`config.mk`:
```
export PLATFORM = sky130hd
export DESIGN_NAME = chase_location_engine
export DESIGN_NICKNAME = d
export VERILOG_FILES = /design/src/rtl/chase_pkg.sv /design/src/rtl/chase_actor_step.sv /design/src/rtl/chase_location_engine.sv
export SDC_FILE = /design/constraint.sdc
export NUM_CORES = 1
export LEC_CHECK = 0
export CELL_PAD_IN_SITES_DETAIL_PLACEMENT = 0
export CELL_PAD_IN_SITES_GLOBAL_PLACEMENT = 2
export CORE_AREA = 5 5 123 125
export DETAILED_ROUTE_END_ITERATION = 6
export DIE_AREA = 0 0 128 130
export PLACE_DENSITY = 0.91
export SETUP_SLACK_MARGIN = 0.2
export SYNTH_ARGS = -nofsm -noshare
export SYNTH_HDL_FRONTEND = slang
export SYNTH_SLANG_ARGS = --single-unit
```
`constraint.sdc`:
```
create_clock -name clock -period 9.9 [get_ports clock]
set_input_delay 1.485 -clock clock [delete_from_list [all_inputs] [get_ports clock]]
set_output_delay 1.485 -clock clock [all_outputs]
set_load 0.02 [all_outputs]
```
`src/rtl/chase_pkg.sv`:
```
// Shared types and constants for the cat/mouse chase engine: game states,
// move directions, LFSR seed/taps and small decode helpers.
package chase_pkg;

    typedef enum logic [1:0] {
        IDLE,
        PLAY,
        OVER
    } state_t;

    typedef enum logic [2:0] {
        NONE,
        UP,
        DOWN,
        LEFT,
        RIGHT
    } dir_t;

    localparam logic [15:0] LFSR_SEED = 16'hACE1;
    // Fibonacci taps 16,14,13,11 expressed as bit positions 15,13,12,10
    localparam logic [15:0] LFSR_TAPS = 16'hB400;

    function automatic logic [15:0] lfsr_next(input logic [15:0] l);
        return {l[14:0], ^(l & LFSR_TAPS)};
    endfunction

    // Only one direction is ever applied: up > down > left > right
    function automatic dir_t dir_decode(input logic u, input logic d,
                                        input logic l, input logic r);
        dir_t dir;
        if (u)      dir = UP;
        else if (d) dir = DOWN;
        else if (l) dir = LEFT;
        else if (r) dir = RIGHT;
        else        dir = NONE;
        return dir;
    endfunction

endpackage

```
`src/rtl/chase_actor_step.sv`:
```
// Combinational one-cell step of an actor on the grid. Edge behaviour is
// selected by MOVE_WRAP_EN: defined wraps to the opposite edge, undefined clamps.
module chase_actor_step
    import chase_pkg::*;
#(
    parameter int COORD_W = 4,
    parameter int GRID_X  = 16,
    parameter int GRID_Y  = 12
) (
    input  logic [COORD_W-1:0] i_x,
    input  logic [COORD_W-1:0] i_y,
    input  dir_t               i_dir,
    output logic [COORD_W-1:0] o_x,
    output logic [COORD_W-1:0] o_y
);

    localparam logic [COORD_W-1:0] XMAX = COORD_W'(GRID_X - 1);
    localparam logic [COORD_W-1:0] YMAX = COORD_W'(GRID_Y - 1);
    localparam logic [COORD_W-1:0] ONE  = COORD_W'(1);

`ifdef MOVE_WRAP_EN
    localparam logic [COORD_W-1:0] X_BELOW_0   = XMAX;
    localparam logic [COORD_W-1:0] X_ABOVE_MAX = '0;
    localparam logic [COORD_W-1:0] Y_BELOW_0   = YMAX;
    localparam logic [COORD_W-1:0] Y_ABOVE_MAX = '0;
`else
    localparam logic [COORD_W-1:0] X_BELOW_0   = '0;
    localparam logic [COORD_W-1:0] X_ABOVE_MAX = XMAX;
    localparam logic [COORD_W-1:0] Y_BELOW_0   = '0;
    localparam logic [COORD_W-1:0] Y_ABOVE_MAX = YMAX;
`endif

    // Y=0 is the top row, so up decrements Y
    always_comb begin
        o_x = i_x;
        o_y = i_y;
        case (i_dir)
            UP:      o_y = (i_y == '0)   ? Y_BELOW_0   : i_y - ONE;
            DOWN:    o_y = (i_y == YMAX) ? Y_ABOVE_MAX : i_y + ONE;
            LEFT:    o_x = (i_x == '0)   ? X_BELOW_0   : i_x - ONE;
            RIGHT:   o_x = (i_x == XMAX) ? X_ABOVE_MAX : i_x + ONE;
            default: ;
        endcase
    end

endmodule

```
`src/rtl/chase_location_engine.sv`:
```
// Cat/mouse position engine: tick-divided movement, goal capture scoring and
// catch detection. Optional edge wrap via MOVE_WRAP_EN (see chase_actor_step).
module chase_location_engine
    import chase_pkg::*;
#(
    parameter int COORD_W     = 4,
    parameter int GRID_X      = 16,
    parameter int GRID_Y      = 12,
    parameter int MOVE_DIV    = 2500000,
    parameter int SCORE_W     = 14,
    parameter int SCORE_MAX   = 9999,
    parameter int GOAL_POINTS = 1
) (
    input  logic               clock,
    input  logic               reset,
    input  logic               start,
    input  logic               upBtn,
    input  logic               downBtn,
    input  logic               leftBtn,
    input  logic               rightBtn,
    input  logic               cupBtn,
    input  logic               cdownBtn,
    input  logic               cleftBtn,
    input  logic               crightBtn,
    output logic [COORD_W-1:0] CatX,
    output logic [COORD_W-1:0] CatY,
    output logic [COORD_W-1:0] MouseX,
    output logic [COORD_W-1:0] MouseY,
    output logic [COORD_W-1:0] GoalX,
    output logic [COORD_W-1:0] GoalY,
    output logic [SCORE_W-1:0] Score,
    output logic               GameOver
);

    localparam int                 CNT_W    = $clog2(MOVE_DIV);
    localparam logic [CNT_W-1:0]   CNT_LAST = CNT_W'(MOVE_DIV - 1);
    localparam logic [COORD_W-1:0] XMAX     = COORD_W'(GRID_X - 1);
    localparam logic [COORD_W-1:0] YMAX     = COORD_W'(GRID_Y - 1);
    localparam logic [COORD_W-1:0] GX_HOME  = COORD_W'(GRID_X / 2);
    localparam logic [COORD_W-1:0] GY_HOME  = COORD_W'(GRID_Y / 2);
    localparam logic [COORD_W:0]   GX_EXT   = (COORD_W + 1)'(GRID_X);
    localparam logic [COORD_W:0]   GY_EXT   = (COORD_W + 1)'(GRID_Y);
    localparam logic [COORD_W-1:0] GX_LOW   = COORD_W'(GRID_X);
    localparam logic [COORD_W-1:0] GY_LOW   = COORD_W'(GRID_Y);

    state_t             r_state;
    logic [CNT_W-1:0]   r_cnt;
    logic [15:0]        r_lfsr;
    logic               r_start_d;
    logic [COORD_W-1:0] r_cat_x, r_cat_y, r_mouse_x, r_mouse_y, r_goal_x, r_goal_y;
    logic [SCORE_W-1:0] r_score;
    logic               r_over;

    logic               w_start_rise, w_tick, w_catch, w_goal_hit;
    dir_t               w_cat_dir, w_mouse_dir;
    logic [COORD_W-1:0] w_cat_nx, w_cat_ny, w_mouse_nx, w_mouse_ny;
    logic [COORD_W-1:0] w_goal_x, w_goal_y;

    function automatic logic [SCORE_W-1:0] sat_add(input logic [SCORE_W-1:0] s);
        logic [SCORE_W:0] sum;
        sum = {1'b0, s} + (SCORE_W + 1)'(GOAL_POINTS);
        if (sum > (SCORE_W + 1)'(SCORE_MAX)) sat_add = SCORE_W'(SCORE_MAX);
        else                                 sat_add = sum[SCORE_W-1:0];
    endfunction

    function automatic logic on_actor(input logic [COORD_W-1:0] x, y, cx, cy, mx, my);
        return ((x == cx) && (y == cy)) || ((x == mx) && (y == my));
    endfunction

    function automatic logic [COORD_W-1:0] inc_x(input logic [COORD_W-1:0] x);
        return (x == XMAX) ? '0 : x + COORD_W'(1);
    endfunction

    assign w_start_rise = start & ~r_start_d;
    assign w_tick       = (r_state == PLAY) && (r_cnt == CNT_LAST);
    assign w_cat_dir    = dir_decode(cupBtn, cdownBtn, cleftBtn, crightBtn);
    assign w_mouse_dir  = dir_decode(upBtn, downBtn, leftBtn, rightBtn);

    chase_actor_step #(.COORD_W(COORD_W), .GRID_X(GRID_X), .GRID_Y(GRID_Y)) u_cat_step (
        .i_x(r_cat_x), .i_y(r_cat_y), .i_dir(w_cat_dir), .o_x(w_cat_nx), .o_y(w_cat_ny)
    );

    chase_actor_step #(.COORD_W(COORD_W), .GRID_X(GRID_X), .GRID_Y(GRID_Y)) u_mouse_step (
        .i_x(r_mouse_x), .i_y(r_mouse_y), .i_dir(w_mouse_dir), .o_x(w_mouse_nx), .o_y(w_mouse_ny)
    );

    // A swap of cells is not a catch: only the post-move cells are compared
    assign w_catch    = (w_cat_nx == w_mouse_nx) && (w_cat_ny == w_mouse_ny);
    assign w_goal_hit = (w_mouse_nx == r_goal_x) && (w_mouse_ny == r_goal_y) && !w_catch;

    // Goal candidate folded into the grid, then nudged right off any actor cell
    always_comb begin
        w_goal_x = r_lfsr[COORD_W-1:0];
        w_goal_y = r_lfsr[2*COORD_W-1:COORD_W];
        if ({1'b0, w_goal_x} >= GX_EXT) w_goal_x = w_goal_x - GX_LOW;
        if ({1'b0, w_goal_y} >= GY_EXT) w_goal_y = w_goal_y - GY_LOW;
        if (on_actor(w_goal_x, w_goal_y, w_cat_nx, w_cat_ny, w_mouse_nx, w_mouse_ny))
            w_goal_x = inc_x(w_goal_x);
        if (on_actor(w_goal_x, w_goal_y, w_cat_nx, w_cat_ny, w_mouse_nx, w_mouse_ny))
            w_goal_x = inc_x(w_goal_x);
    end

    always_ff @(posedge clock or negedge reset) begin
        if (!reset) begin
            r_state   <= IDLE;
            r_cnt     <= '0;
            r_lfsr    <= LFSR_SEED;
            r_start_d <= 1'b0;
            r_cat_x   <= '0;
            r_cat_y   <= '0;
            r_mouse_x <= XMAX;
            r_mouse_y <= YMAX;
            r_goal_x  <= GX_HOME;
            r_goal_y  <= GY_HOME;
            r_score   <= '0;
            r_over    <= 1'b0;
        end else begin
            r_lfsr    <= lfsr_next(r_lfsr);
            r_start_d <= start;
            case (r_state)
                IDLE, OVER: begin
                    if (w_start_rise) begin
                        r_state   <= PLAY;
                        r_cnt     <= '0;
                        r_cat_x   <= '0;
                        r_cat_y   <= '0;
                        r_mouse_x <= XMAX;
                        r_mouse_y <= YMAX;
                        r_goal_x  <= GX_HOME;
                        r_goal_y  <= GY_HOME;
                        r_score   <= '0;
                        r_over    <= 1'b0;
                    end
                end
                PLAY: begin
                    r_cnt <= w_tick ? '0 : r_cnt + CNT_W'(1);
                    if (w_tick) begin
                        r_cat_x   <= w_cat_nx;
                        r_cat_y   <= w_cat_ny;
                        r_mouse_x <= w_mouse_nx;
                        r_mouse_y <= w_mouse_ny;
                        if (w_catch) begin
                            r_state <= OVER;
                            r_over  <= 1'b1;
                        end else if (w_goal_hit) begin
                            r_score  <= sat_add(r_score);
                            r_goal_x <= w_goal_x;
                            r_goal_y <= w_goal_y;
                        end
                    end
                end
                default: r_state <= IDLE;
            endcase
        end
    end

    assign CatX     = r_cat_x;
    assign CatY     = r_cat_y;
    assign MouseX   = r_mouse_x;
    assign MouseY   = r_mouse_y;
    assign GoalX    = r_goal_x;
    assign GoalY    = r_goal_y;
    assign Score    = r_score;
    assign GameOver = r_over;

endmodule

```
==> flow_metrics.env <==
export IMPL_fin_area_um2=6279
export IMPL_swShare=0.2588
export IMPL_critical_path_required_ns=10.14
export IMPL_coreArea_um2=13770
export IMPL_avgSynthCellArea_um2=9.186
export IMPL_setup_slack_ns=4.480
export IMPL_synth_distinct_cells=87
export IMPL_drtAntennaViolNets=0
export IMPL_leakagePower_nw=2.597
export IMPL_cpMaxStageDelayCell="clkdlybuf4s50_1"
export IMPL_async_reset_ff_frac=1.000
export IMPL_path_cells="clkdlybuf4s50_1 > or3b_1 > o41ai_1 > or2_0 > xor2_1 > nor4_1 > nand4_1 > nor3_1 > a21oi_1 > buf_4 > or3_1 > o31ai_1"
export IMPL_globalplace_congestion=0.8574
export IMPL_dp_slack_ns=4.104
export IMPL_placementRows=43
export IMPL_hp_start="r_lfsr[9]$_DFF_PN0_"
export IMPL_pin_count=50
export IMPL_dr_total_vias=4468
export IMPL_path_clk_slew_ns=0.06
export IMPL_finalSetupViolCount=0
export IMPL_cts_tree="yes"
export IMPL_clkPwrFrac=0.433
export IMPL_critPathLaunchType="input pin"
export IMPL_ys_warn_count=0
export IMPL_gr_total_overflow=0
export IMPL_yosysMostFrequentCell="dfrtp_1"
export IMPL_drt_pass1_iterations=5
export IMPL_fin_util=0.4559
export IMPL_hold_viol=0
export IMPL_intPower_uw=635.4
export IMPL_period_needed_ns=5.420
export IMPL_p_switching_uw=221.8
export IMPL_synthTopCellsByArea="dfrtp_1, dfstp_2, xnor2_1"
export IMPL_drv_cap=0
export IMPL_grt_pass1_wl_mm=21.72
export IMPL_syn2layout_area_growth_pct=18.04
export IMPL_r2r_start="MouseY[0]$_DFFE_PN1P_"
export IMPL_htree_levels=3
export IMPL_fin_nets=645
export IMPL_worst_hold_path_type="reg -> reg"
export IMPL_peakVddDrop_uv=99.57
export IMPL_gr_usage_all_layers=0.1605
export IMPL_yosys_most_used_dff="dfrtp_1"
export IMPL_grt_max_degree=81
export IMPL_syn_nets=607
export IMPL_cp_data_arrival_time_ns=5.66
export IMPL_worst_path_max_fanout=12
export IMPL_cts_resized=0
export IMPL_drc_errors=0
export IMPL_synth_seq_cells=80
export IMPL_period_share=0.5475
export IMPL_holdPathStages=0
export IMPL_power_frac_comb=0.136
export IMPL_fillers=1356
export IMPL_rsz0062_at_grt="no"
export IMPL_synth_top_area_frac=0.2917
export IMPL_worst_setup_path_type="in -> reg"
export IMPL_ctsHoldBuffers=0
export IMPL_die_y_um=130
export IMPL_synth_edf_count=0
export IMPL_syn_inst=579
export IMPL_die_area_um2=16640
export IMPL_finalSetupTns_ns=0
export IMPL_r2r_cells=13
export IMPL_viasPerCell=5.571
export IMPL_cts_root_buf="clkbuf_16"
export IMPL_fin_skew_ns=0.006881
export IMPL_seq_power_share=0.431
export IMPL_finalMaxSlewViolations=0
export IMPL_yosys_top_cells_count="dfrtp_1, nor2_1, o21ai_0, nand2_1, xnor2_1"
export IMPL_drive_gt1_frac=0.1077
export IMPL_worst_setup_path_end_kind="register"
export IMPL_netlist_area_um2=5319
export IMPL_ys_seq_area_frac=0.3806
export IMPL_drt_iter0_markers=252
export IMPL_io_buffers=49
export IMPL_antenna_found_initial=0
export IMPL_power_density_nw_per_um2=136.5
export IMPL_critPathMaxStageDelay_ns=0.68
export IMPL_antenna_cells=0
export IMPL_tightestPinTransition_ns=1.045
export IMPL_cts_buffers_inserted=9
export IMPL_insertion_delay_ns=0.34
export IMPL_fmax_mhz=184.5
export IMPL_status="complete, no violations"
export IMPL_cts_max_path_buffers=2
export IMPL_dieWidth_um=128
export IMPL_start_util=0.3862
export IMPL_cts_setup_buffers=0
export IMPL_avgRoutedWirePerCell_um=16.41
export IMPL_hpwl_mm=9.506
export IMPL_placed_area_um2=5944
export IMPL_routed_wl_mm=13.16
export IMPL_crit_path_start="upBtn"
export IMPL_cts_sinks=80
export IMPL_grt_pass1_vias=4240
export IMPL_relSlewSlack=0.2921
export IMPL_yosysTopAreaCell="dfrtp_1"
## through the flow
stage               std cells  hold WS, ns  power [mW]
floorplan                 579       0.3312      0.4478
global placement          786       0.3353      0.4890
detailed placement        786       0.3410      0.4922
CTS                       802       0.3568      0.8679
global route              802       0.3638      0.8986
finish                    802       0.3550      0.8573
## sequential cells by signal, indices dropped and copies added (netlist names)
name	count
CatY	4
CatX	4
GameOver	1
Score	14
r_cnt	22
MouseX	4
GoalY	4
r_lfsr	16
MouseY	4
r_state	2
GoalX	4
r_start_d	1
## worst max-delay path, delay by kind of cell
| kind | cells | cell delay (ns) |
|---|---|---|
| AOI/OAI and AO/OA | 3 | 0.99 |
| and+or+nand+nor | 6 | 2.11 |
| buffers and inverters | 2 | 0.95 |
| xor gates and xnor gates | 1 | 0.12 |
## cell families after synthesis
family,share of synthesized area
buf+inv,0.03905
mux,0.02070
xor+xnor,0.09033
fa+ha+maj,0.03999
flops,0.3806
compound gates,0.2084
simple gates,0.2209
## routing by layer
metal / up-vias / GRT usage / part of all wire
met4: 0 / 0.05306 / 0.014
met1: 2179 / 0.2174 / 0.47
met3: 14 / 0.02906 / 0.045
met5: - / 0 / 0
met2: 92 / 0.2609 / 0.48
li1: 2183 / - / -
## power by group through the flow
| stage | Sequential (mW) | Combinational [mW] | Clock (mW) |
|---|---|---|---|
| detailed placement | 0.375 | 0.118 | 0 |
| floorplan | 0.374 | 0.0735 | 0 |
| global route | 0.373 | 0.131 | 0.395 |
| finish | 0.369 | 0.117 | 0.371 |
| CTS | 0.369 | 0.118 | 0.381 |
| global placement | 0.374 | 0.115 | 0 |
## cells in the final DEF (no fill, tap or decap), drive strengths merged, types with 7 or more instances in the layout
master / count
a21oi: 22
and3: 13
clkbuf: 14
clkdlybuf4s50: 48
dfrtp: 62
dfstp: 18
ha: 17
inv: 28
nand2: 39
nand2b: 11
nand3: 19
nand4: 9
nor2: 56
nor3: 20
nor4: 7
o21ai: 47
o22ai: 7
o31ai: 12
xnor2: 35
xor2: 19
## final timing paths
kind	endpoint	slack, ns
worst min-delay path	r_lfsr[10]$_DFF_PN1_	0.35
worst min register to register	r_lfsr[10]$_DFF_PN1_	0.35
worst max-delay path	Score[12]$_DFFE_PN0P_	4.48
min in group asynchronous	CatX[0]$_DFFE_PN0P_	1.32
max in group asynchronous	MouseY[2]$_DFFE_PN0P_	7.92
worst max register to register	Score[12]$_DFFE_PN0P_	5.37
## final cells by class
cell class	instances	area, um2	area share
Inverter	28	105.1	0.01674
Timing Repair Buffer	51	503.0	0.08011
Sequential cell	80	2024	0.3224
Clock buffer	14	274.0	0.04364
Multi-Input combinational cell	447	3087	0.4916
Tap cell	180	225.2	0.03587
Clock inverter	2	60.06	0.009566
Note: power is estimated with default switching activity, not from simulation.
